File: src/rtl/fifo_wr_ctrl_pkg.sv
// fifo_wr_ctrl_pkg: FIFO common package shared by the write- and read-side pointer controllers.
//   DEF_ADDRSIZE   default log2 FIFO depth
//   ptr_t          widest pointer the helpers handle; callers size-cast to their own width
//   bin2gray()     binary -> Gray
//   gray2bin()     Gray -> binary (zero-extended inputs convert correctly in the low bits)
package fifo_wr_ctrl_pkg;

    localparam int DEF_ADDRSIZE = 4;
    localparam int PTR_MAXW = 32;

    typedef logic [PTR_MAXW-1:0] ptr_t;

    function automatic ptr_t bin2gray(input ptr_t b);
        return b ^ (b >> 1);
    endfunction

    function automatic ptr_t gray2bin(input ptr_t g);
        ptr_t b;
        b[PTR_MAXW-1] = g[PTR_MAXW-1];
        for (int i = PTR_MAXW - 2; i >= 0; i--) b[i] = b[i+1] ^ g[i];
        return b;
    endfunction

endpackage

File: src/rtl/fifo_wr_ctrl_if.sv
// fifo_wr_ctrl_if: producer/read-domain facing signals of the FIFO write controller.
//   winc       write request from producer
//   rptr_gray  Gray read pointer from the read domain (asynchronous)
//   wovf_clr   clears the sticky overflow flag
//   wen/waddr  memory write enable and address
//   wptr_gray  registered Gray write pointer to the read domain
//   wfull/wafull/wlevel  registered full, almost-full and fill level
//   wovf       sticky overflow flag
interface fifo_wr_ctrl_if import fifo_wr_ctrl_pkg::*; #(
    parameter int ADDRSIZE = DEF_ADDRSIZE
) ();

    logic                winc;
    logic [ADDRSIZE:0]   rptr_gray;
    logic                wovf_clr;
    logic                wen;
    logic [ADDRSIZE-1:0] waddr;
    logic [ADDRSIZE:0]   wptr_gray;
    logic                wfull;
    logic                wafull;
    logic [ADDRSIZE:0]   wlevel;
    logic                wovf;

    modport master (
        output winc, rptr_gray, wovf_clr,
        input  wen, waddr, wptr_gray, wfull, wafull, wlevel, wovf
    );

    modport slave (
        input  winc, rptr_gray, wovf_clr,
        output wen, waddr, wptr_gray, wfull, wafull, wlevel, wovf
    );

endinterface

File: src/rtl/fifo_wr_ctrl_gray2bin.sv
// fifo_wr_ctrl_gray2bin: combinational Gray to binary converter of width W.
//   gray  Gray-coded input
//   bin   binary output
module fifo_wr_ctrl_gray2bin import fifo_wr_ctrl_pkg::*; #(
    parameter int W = DEF_ADDRSIZE + 1
) (
    input  logic [W-1:0] gray,
    output logic [W-1:0] bin
);

    assign bin = W'(gray2bin(ptr_t'(gray)));

endmodule

File: src/rtl/fifo_wr_ctrl.sv
// fifo_wr_ctrl: write-side pointer/flag controller of an asynchronous FIFO.
//   clk   write-domain clock
//   rst   asynchronous active-low reset
//   bus   fifo_wr_ctrl_if.slave: winc, rptr_gray, wovf_clr in; wen, waddr,
//         wptr_gray, wfull, wafull, wlevel, wovf out
module fifo_wr_ctrl import fifo_wr_ctrl_pkg::*; #(
    parameter int ADDRSIZE     = DEF_ADDRSIZE,
    parameter int AFULL_THRESH = 12
) (
    input logic           clk,
    input logic           rst,
    fifo_wr_ctrl_if.slave bus
);

    localparam int PW = ADDRSIZE + 1;
    localparam logic [ADDRSIZE:0] AF_LVL = PW'(AFULL_THRESH);

    logic [ADDRSIZE:0] rq1, rq2, rbin;
    logic [ADDRSIZE:0] wbin, wbin_next, wgray_next, full_cmp, level_next;
    logic [ADDRSIZE:0] wptr_gray_q, wlevel_q;
    logic              wfull_q, wafull_q, wovf_q, accept;

    fifo_wr_ctrl_gray2bin #(.W(PW)) u_rq2_bin (
        .gray (rq2),
        .bin  (rbin)
    );

    // wen is also held low while reset is asserted so nothing reaches the memory
    assign accept     = bus.winc & ~wfull_q & rst;
    assign wbin_next  = wbin + PW'(accept);
    assign wgray_next = PW'(bin2gray(ptr_t'(wbin_next)));
    // full: write pointer one lap ahead of the synchronized read pointer
    assign full_cmp   = {~rq2[ADDRSIZE:ADDRSIZE-1], rq2[ADDRSIZE-2:0]};
    // rq2 lags the true read pointer, so the level can only over-report
    assign level_next = wbin_next - rbin;

    always_ff @(posedge clk or negedge rst) begin
        if (!rst) begin
            rq1         <= '0;
            rq2         <= '0;
            wbin        <= '0;
            wptr_gray_q <= '0;
            wfull_q     <= 1'b0;
            wafull_q    <= 1'b0;
            wlevel_q    <= '0;
            wovf_q      <= 1'b0;
        end else begin
            rq1         <= bus.rptr_gray;
            rq2         <= rq1;
            wbin        <= wbin_next;
            wptr_gray_q <= wgray_next;
            wfull_q     <= wgray_next == full_cmp;
            wafull_q    <= level_next >= AF_LVL;
            wlevel_q    <= level_next;
            wovf_q      <= (bus.winc & wfull_q) | (wovf_q & ~bus.wovf_clr);
        end
    end

    assign bus.wen       = accept;
    assign bus.waddr     = wbin[ADDRSIZE-1:0];
    assign bus.wptr_gray = wptr_gray_q;
    assign bus.wfull     = wfull_q;
    assign bus.wafull    = wafull_q;
    assign bus.wlevel    = wlevel_q;
    assign bus.wovf      = wovf_q;

endmodule
File: src/flat_wrapper.sv
// flat-port wrapper written by rule: the top's interface ports become plain ports
module fifo_wr_ctrl_flat import fifo_wr_ctrl_pkg::*;
#(
    parameter int ADDRSIZE     = DEF_ADDRSIZE,
    parameter int AFULL_THRESH = 12
)
  (clk, rst, bus_winc, bus_rptr_gray, bus_wovf_clr, bus_wen, bus_waddr, bus_wptr_gray, bus_wfull, bus_wafull, bus_wlevel, bus_wovf);
  fifo_wr_ctrl_if #(.ADDRSIZE(ADDRSIZE)) bus_i ();
  input logic clk;
  input logic rst;
  input wire logic [$bits(bus_i.winc)-1:0] bus_winc;
  input wire logic [$bits(bus_i.rptr_gray)-1:0] bus_rptr_gray;
  input wire logic [$bits(bus_i.wovf_clr)-1:0] bus_wovf_clr;
  output wire logic [$bits(bus_i.wen)-1:0] bus_wen;
  output wire logic [$bits(bus_i.waddr)-1:0] bus_waddr;
  output wire logic [$bits(bus_i.wptr_gray)-1:0] bus_wptr_gray;
  output wire logic [$bits(bus_i.wfull)-1:0] bus_wfull;
  output wire logic [$bits(bus_i.wafull)-1:0] bus_wafull;
  output wire logic [$bits(bus_i.wlevel)-1:0] bus_wlevel;
  output wire logic [$bits(bus_i.wovf)-1:0] bus_wovf;
  assign bus_i.winc = bus_winc;
  assign bus_i.rptr_gray = bus_rptr_gray;
  assign bus_i.wovf_clr = bus_wovf_clr;
  assign bus_wen = bus_i.wen;
  assign bus_waddr = bus_i.waddr;
  assign bus_wptr_gray = bus_i.wptr_gray;
  assign bus_wfull = bus_i.wfull;
  assign bus_wafull = bus_i.wafull;
  assign bus_wlevel = bus_i.wlevel;
  assign bus_wovf = bus_i.wovf;
  fifo_wr_ctrl #(.ADDRSIZE(ADDRSIZE), .AFULL_THRESH(AFULL_THRESH)) u_core (.clk(clk), .rst(rst), .bus(bus_i));
endmodule
File: config.mk
export PLATFORM = sky130hd
export DESIGN_NAME = fifo_wr_ctrl_flat
export DESIGN_NICKNAME = d
export VERILOG_FILES = /design/src/rtl/fifo_wr_ctrl_pkg.sv /design/src/rtl/fifo_wr_ctrl_if.sv /design/src/rtl/fifo_wr_ctrl_gray2bin.sv /design/src/rtl/fifo_wr_ctrl.sv /design/src/flat_wrapper.sv
export SDC_FILE = /design/constraint.sdc
export NUM_CORES = 1
export LEC_CHECK = 0
export ABC_AREA = 1
export BUFFER_PORTS_ARGS = -buffer_cell sky130_fd_sc_hd__buf_4
export CORE_MARGIN = 2
export CORE_UTILIZATION = 50
export DETAILED_ROUTE_END_ITERATION = 6
export GPL_ROUTABILITY_DRIVEN = 0
export PLACE_DENSITY_LB_ADDON = 0.15
export SYNTH_ARGS = -nofsm -noshare
export SYNTH_HDL_FRONTEND = slang
export SYNTH_HIERARCHICAL = 1
export SYNTH_SLANG_ARGS = --single-unit
File: constraint.sdc
create_clock -name clk -period 2.8 [get_ports clk]
set_clock_uncertainty 0.2 [all_clocks]
set_input_delay 0.56 -clock clk [delete_from_list [all_inputs] [get_ports clk]]
set_output_delay 0.56 -clock clk [all_outputs]
set_load 0.03 [all_outputs]
# After elaboration in Yosys (flattened, before gate mapping)
# Index checks and enable logic that the tools add are counted.
# Widths: inputs -> output; s select.
[op_classes]
n_lt_le_gt_ge = 1
eq_ne = 1
n_bitwise = 13
addsub = 2
[op_table]
columns = ["op", "count"]
rows = [
  ["$add 5x1->5", 1],
  ["$eq 5x5->1", 1],
  ["$ge 5x4->1 const B", 1],
  ["$sub 5x5->5", 1],
  ["$xor 5x4->5", 1],
  ["$and 1x1->1", 4],
  ["$xor 1x1->1", 4],
  ["$not 1->1", 2],
  ["$not 2->2", 1],
  ["$or 1x1->1", 1],
]
[totals]
wordCells = 25
regBits = 28

# Longest topological paths before layout
[logic_depth]
word_depth = 6
depth_mapped = 16

# By module
# Netlist, hierarchy kept.
[modules_own_cells]
columns = ["module", "n_inst", "cells_each", "area_per_inst_um2"]
rows = [
  ["fifo_wr_ctrl", 1, 133, 1257.5],
  ["fifo_wr_ctrl_gray2bin", 1, 24, 127.6],
]

# Worst setup path after synthesis
# Ideal clock, no wire load.
[synth_path]
path_kind = "input to register"
startpoint = "input port rst"
endpoint = "register u_core.wafull_q, in the netlist u_core/bus.wafull"
path_buffers = 0
setup_time_ns = 0.125
stages = 10
t_arrival_ns = 2.385
t_required_ns = 2.475
path_slack_ns = 0.090
cell_sequence = "nand2_1 -> nor2_1 -> ha_1 -> ha_1 -> inv_1 -> fa_1 -> inv_1 -> nand4_1 -> nand3_1 -> nand3_1"
[synth_between]
elab_chain_len = 4
[synth_rtl]
columns = ["element", "line_no", "rtl"]
rows = [
  ["start, declared", "flat_wrapper.sv:10", "input logic rst;"],
  ["$and 1x1->1", "fifo_wr_ctrl.sv:29", "assign accept = bus.winc & ~wfull_q & rst;"],
  ["via bus_wen", "flat_wrapper.sv:14", "output wire logic [$bits(bus_i.wen)-1:0] bus_wen;"],
  ["$add 5x1->5", "fifo_wr_ctrl.sv:30", "assign wbin_next = wbin + PW'(accept);"],
  ["via u_core.wbin_next[1]", "fifo_wr_ctrl.sv:19", "logic [ADDRSIZE:0] wbin, wbin_next, wgray_next, full_cmp, level_next;"],
  ["$sub 5x5->5", "fifo_wr_ctrl.sv:35", "assign level_next = wbin_next - rbin;"],
  ["$ge 5x4->1", "fifo_wr_ctrl.sv:53", "wafull_q <= level_next >= AF_LVL;"],
  ["end signal, assigned", "fifo_wr_ctrl.sv:44", "wafull_q <= 1'b0;"],
  ["end signal, assigned", "fifo_wr_ctrl.sv:53", ""],
  ["end, declared", "fifo_wr_ctrl.sv:21", "logic wfull_q, wafull_q, wovf_q, accept;"],
]
# The timed path passes the listed nets, and every way through them passes these cells.

# Worst setup path after layout
[layout_path]
startpoint = "register u_core.rq2[4]"
endpoint = "register u_core.wafull_q, in the netlist u_core/bus.wafull"
[layout_between]
elab_chain_len = 6
[layout_rtl]
columns = ["element", "line_no", "rtl"]
rows = [
  ["start, declared", "fifo_wr_ctrl.sv:18", "logic [ADDRSIZE:0] rq1, rq2, rbin;"],
  ["start signal, assigned", "fifo_wr_ctrl.sv:49", "rq2 <= rq1;"],
  ["$xor 1x1->1 (2 in series)", "fifo_wr_ctrl_pkg.sv:20", "for (int i = PTR_MAXW - 2; i >= 0; i--) b[i] = b[i+1] ^ g[i];"],
  ["via u_core.rbin[2]", "fifo_wr_ctrl.sv:18", ""],
  ["$xor 1x1->1 (2 in series)", "fifo_wr_ctrl_pkg.sv:20", ""],
  ["via u_core.rbin[0]", "fifo_wr_ctrl.sv:18", ""],
  ["$sub 5x5->5", "fifo_wr_ctrl.sv:35", ""],
  ["$ge 5x4->1", "fifo_wr_ctrl.sv:53", ""],
]
# The timed path passes the listed nets, and every way through them passes these cells.

==> impl_results.md <==
* Status: finished clean
* Number of port buffers at 26
* F_max at 410 MHz
* Vias at 1,092
* FF-to-FF path depth at 13
* Min-Delay Path Class: in -> async
* Max Fanout on Critical Path at 7
* Global-route track usage on met3 at 3.00%
* Clk sink count at 27
* Mapped cell area at 0.00139 mm2
* Top FF cell, synth: dfrtp_1
* Maxcap violations at 0
* Most used cell, CP: nand3_1
* Met2 Usage GRT at 29.7%
* RSZ-0062 raised after global routing: false
* Cell Chain, Critical Path: inv_1 -> nand2_1 -> nand3_2 -> nand2_2 -> nand2_2 -> nand3_1 -> nand2_1 -> ha_1 -> fa_1 -> inv_1 -> nand4_1 -> nand3_1 -> nand3_1
* Relative slew slack at 77.7%
* R2R Path Start: u_core/rq2[4]
* CTS clk-pin slew, worst paths at 0.13 ns
* Setup crit start kind: flip-flop
* First-pass DRT Iterations at 4
* Ant diodes at 0
* Root Driver: clkbuf_4
* DR WL/cell at 11.7 um
* Vias in the first global route at 1,057
* Count leader, synth: nand2_1
* Htree depth at 1
* Synth area leader: dfrtp_1
* Synth Area in Compound Gates at 1.26%
* Max stage delay on crit path at 0.48 ns
* Clock Tree Buf Depth at 2
* Crit path from: u_core/rq2[4]
* Hold-fix buffers at CTS at 0
* Simple-Gate Fraction of Synth Area at 35.6%
* Data required time of the worst path at 2.82 ns
* DP Cell Count at 213
* Netlist cell types at 21
* DIE WIDTH at 56.6 um
* Flop pwr share at 32.7%
* Slew @ Worst Pin at 0.334 ns
* Crit-path slowest cell: dfrtp_1
* Async set-or-reset flop fraction in the synthesized netlist at 100%
* Main combinational cell family by area after synthesis: simple AND/OR/NAND/NOR gates
* Setup TNS at 0 ns
* P_int at 946 uW
* Initial antenna violation count at 0
* Post-synth EDFFs at 0
* Critical Path Sink: u_core/bus.wafull
* Tmin final at 2.44 ns
* Fin crit share at 87.0%
* Final-report hold violation count at 0
* WL final at 2.54 mm
* Initial Util at 51.6%
* Worst setup EP type: flip-flop
* Vias per inst at 5.03
* Area fraction of the dominant cell type after synthesis at 48.8%
* Grt ovf at 0
* R2r setup slk at 0.36 ns
* Largest net degree at the start of global routing at 28
* Setup CP Type: reg -> reg
* PwrDens at 1120 mW/mm2
* Avg Inst Size Synth at 8.82 um2
* Row cnt at 19
* Combinational power share at 58.4%
* VDD IR-drop max at 0.748 mV
* Final hold slack at 0.0205 ns
* Commonest cells post-synth: nand2_1, dfrtp_1, inv_1
* I/O pins at 27
* GRT Util Overall at 18.3%
* Pleak at 0.000911 uW
* Die Y at 56.6 um
* Synth Area in Adders at 5.96%
* Area grow syn2layout at 18.0%
* Routed Antenna Nets at 0
* Data arrival, critical path at 2.46 ns
* P_sw at 879 uW
* Mux contribution to synthesized area at 0%
* Final #Nets at 202
* Setup violations, final at 0
* Clock share of power at 8.9%
* Yosys warning total at 6
* Xor/xnor share of the synthesized area at 0%
* Initial DRC Count at 32
* Cts repair resizes at 0
* Post-Synthesis Cells at 157
* Switching Share at 48.1%
* RR Endpoint: u_core/bus.wafull
* Total die area at 0.00321 mm2
* Synthesized Nets at 172
* DRC violations left at 0
* First-pass GRT wire length at 4.44 mm
* TritonCTS clock tree: done
* Worst-Skew Late Latency at 0.31 ns
* Post-CTS Setup Bufs at 0
* Share of cells above drive strength 1 at 26.9%
* Yosys reg bits at 27
* Synth area leaders: dfrtp_1, nand2_1, nand3_1, inv_1, ha_1
* Most Crowded Layer GR: met2
* Post-Layout Cell Count at 217
* Max-slew violation count at 0
* Met1 GRT Util at 23.2%
* Sequential share of the synthesized area at 48.8%
* CTS buffer count at 3
* Core box area at 0.00269 mm2
* Post-DP HPWL at 2.00 mm
## per-stage QoR
stage | worst slack [ns] | utilization, % | total power (uW) | area, um2
after floorplan | 0.0901 | - | 1370 | 1390
after global placement | 0.199 | 59.9 | 1660 | 1610
after detailed placement | 0.138 | 59.9 | 1680 | 1610
after CTS | 0.372 | 60.8 | 1850 | 1630
after global routing | 0.129 | 60.8 | 1980 | 1630
final | 0.363 | 60.8 | 1820 | 1630
## critical path: cells and delay by family (launching register included)
family	cells	cell delay [ns]
buf+inv	2	0.17
fa+ha+maj	2	0.64
flops	1	0.48
simple gates	9	0.86
## registers in the layout, summed over array words and instances (netlist names)
register / flops
u_core/rq1: 5
u_core/bus.wlevel: 5
u_core/bus.wfull: 1
u_core/bus.wovf: 1
u_core/bus.wptr_gray: 4
u_core/bus.wafull: 1
u_core/rq2: 5
u_core/wbin: 5
## final cells by class
cell class | count | area, um2
multi-input combinational | 102 | 593
clock buffer | 4 | 26.3
fill | 241 | 1050
inverter | 26 | 97.6
timing repair buffer | 27 | 203
sequential | 27 | 676
tap | 31 | 38.8
## cell families after synthesis
kind of cell | Yosys count
DFF | 27
buffers and inverters | 28
adders and majority gates | 6
AOI/OAI and AO/OA | 3
and+or+nand+nor | 93
## power by group through the flow
stage	clock network (uW)	registers, uW	logic, uW
finish	162	597	1070
global route	189	615	1180
global placement	0	599	1060
CTS	174	598	1080
floorplan	0	819	547
detailed placement	0	605	1070
## layer usage
layer	share of wire, %	wire length, um
met1	45	1140
met2	49	1250
met3	3.8	97
met4	2.0	51
met5	0	0
## worst min path at each step
stage / endpoint / slack [ns]
floorplan: u_core/bus.wafull / 0.06
global placement: u_core/rq2[1] / 0.13
detailed placement: u_core/rq2[1] / 0.13
CTS: u_core/bus.wptr_gray[2] / 0.02
global route: u_core/wbin[4] / 0.04
finish: u_core/bus.wptr_gray[2] / 0.02
## layout by cell type, fill, tap and decap left out
| cell type | Yosys | layout |
|---|---|---|
| a21oi_1 | 1 | 1 |
| buf_4 | 1 | 27 |
| clkbuf_1 | 0 | 1 |
| clkbuf_4 | 0 | 3 |
| dfrtp_1 | 27 | 27 |
| fa_1 | 1 | 1 |
| ha_1 | 5 | 5 |
| inv_1 | 24 | 24 |
| inv_2 | 2 | 2 |
| nand2_1 | 45 | 45 |
| nand2_2 | 8 | 8 |
| nand2_4 | 3 | 3 |
| nand3_1 | 23 | 23 |
| nand3_2 | 3 | 3 |
| nand3_4 | 2 | 2 |
| nand3b_1 | 2 | 2 |
| nand4_1 | 3 | 3 |
| nand4_2 | 1 | 1 |
| nor2_1 | 2 | 2 |
| nor2_2 | 1 | 1 |
| o21ai_0 | 1 | 1 |
| o21bai_1 | 1 | 1 |
No activity file was read; power rests on OpenSTA's default activity.
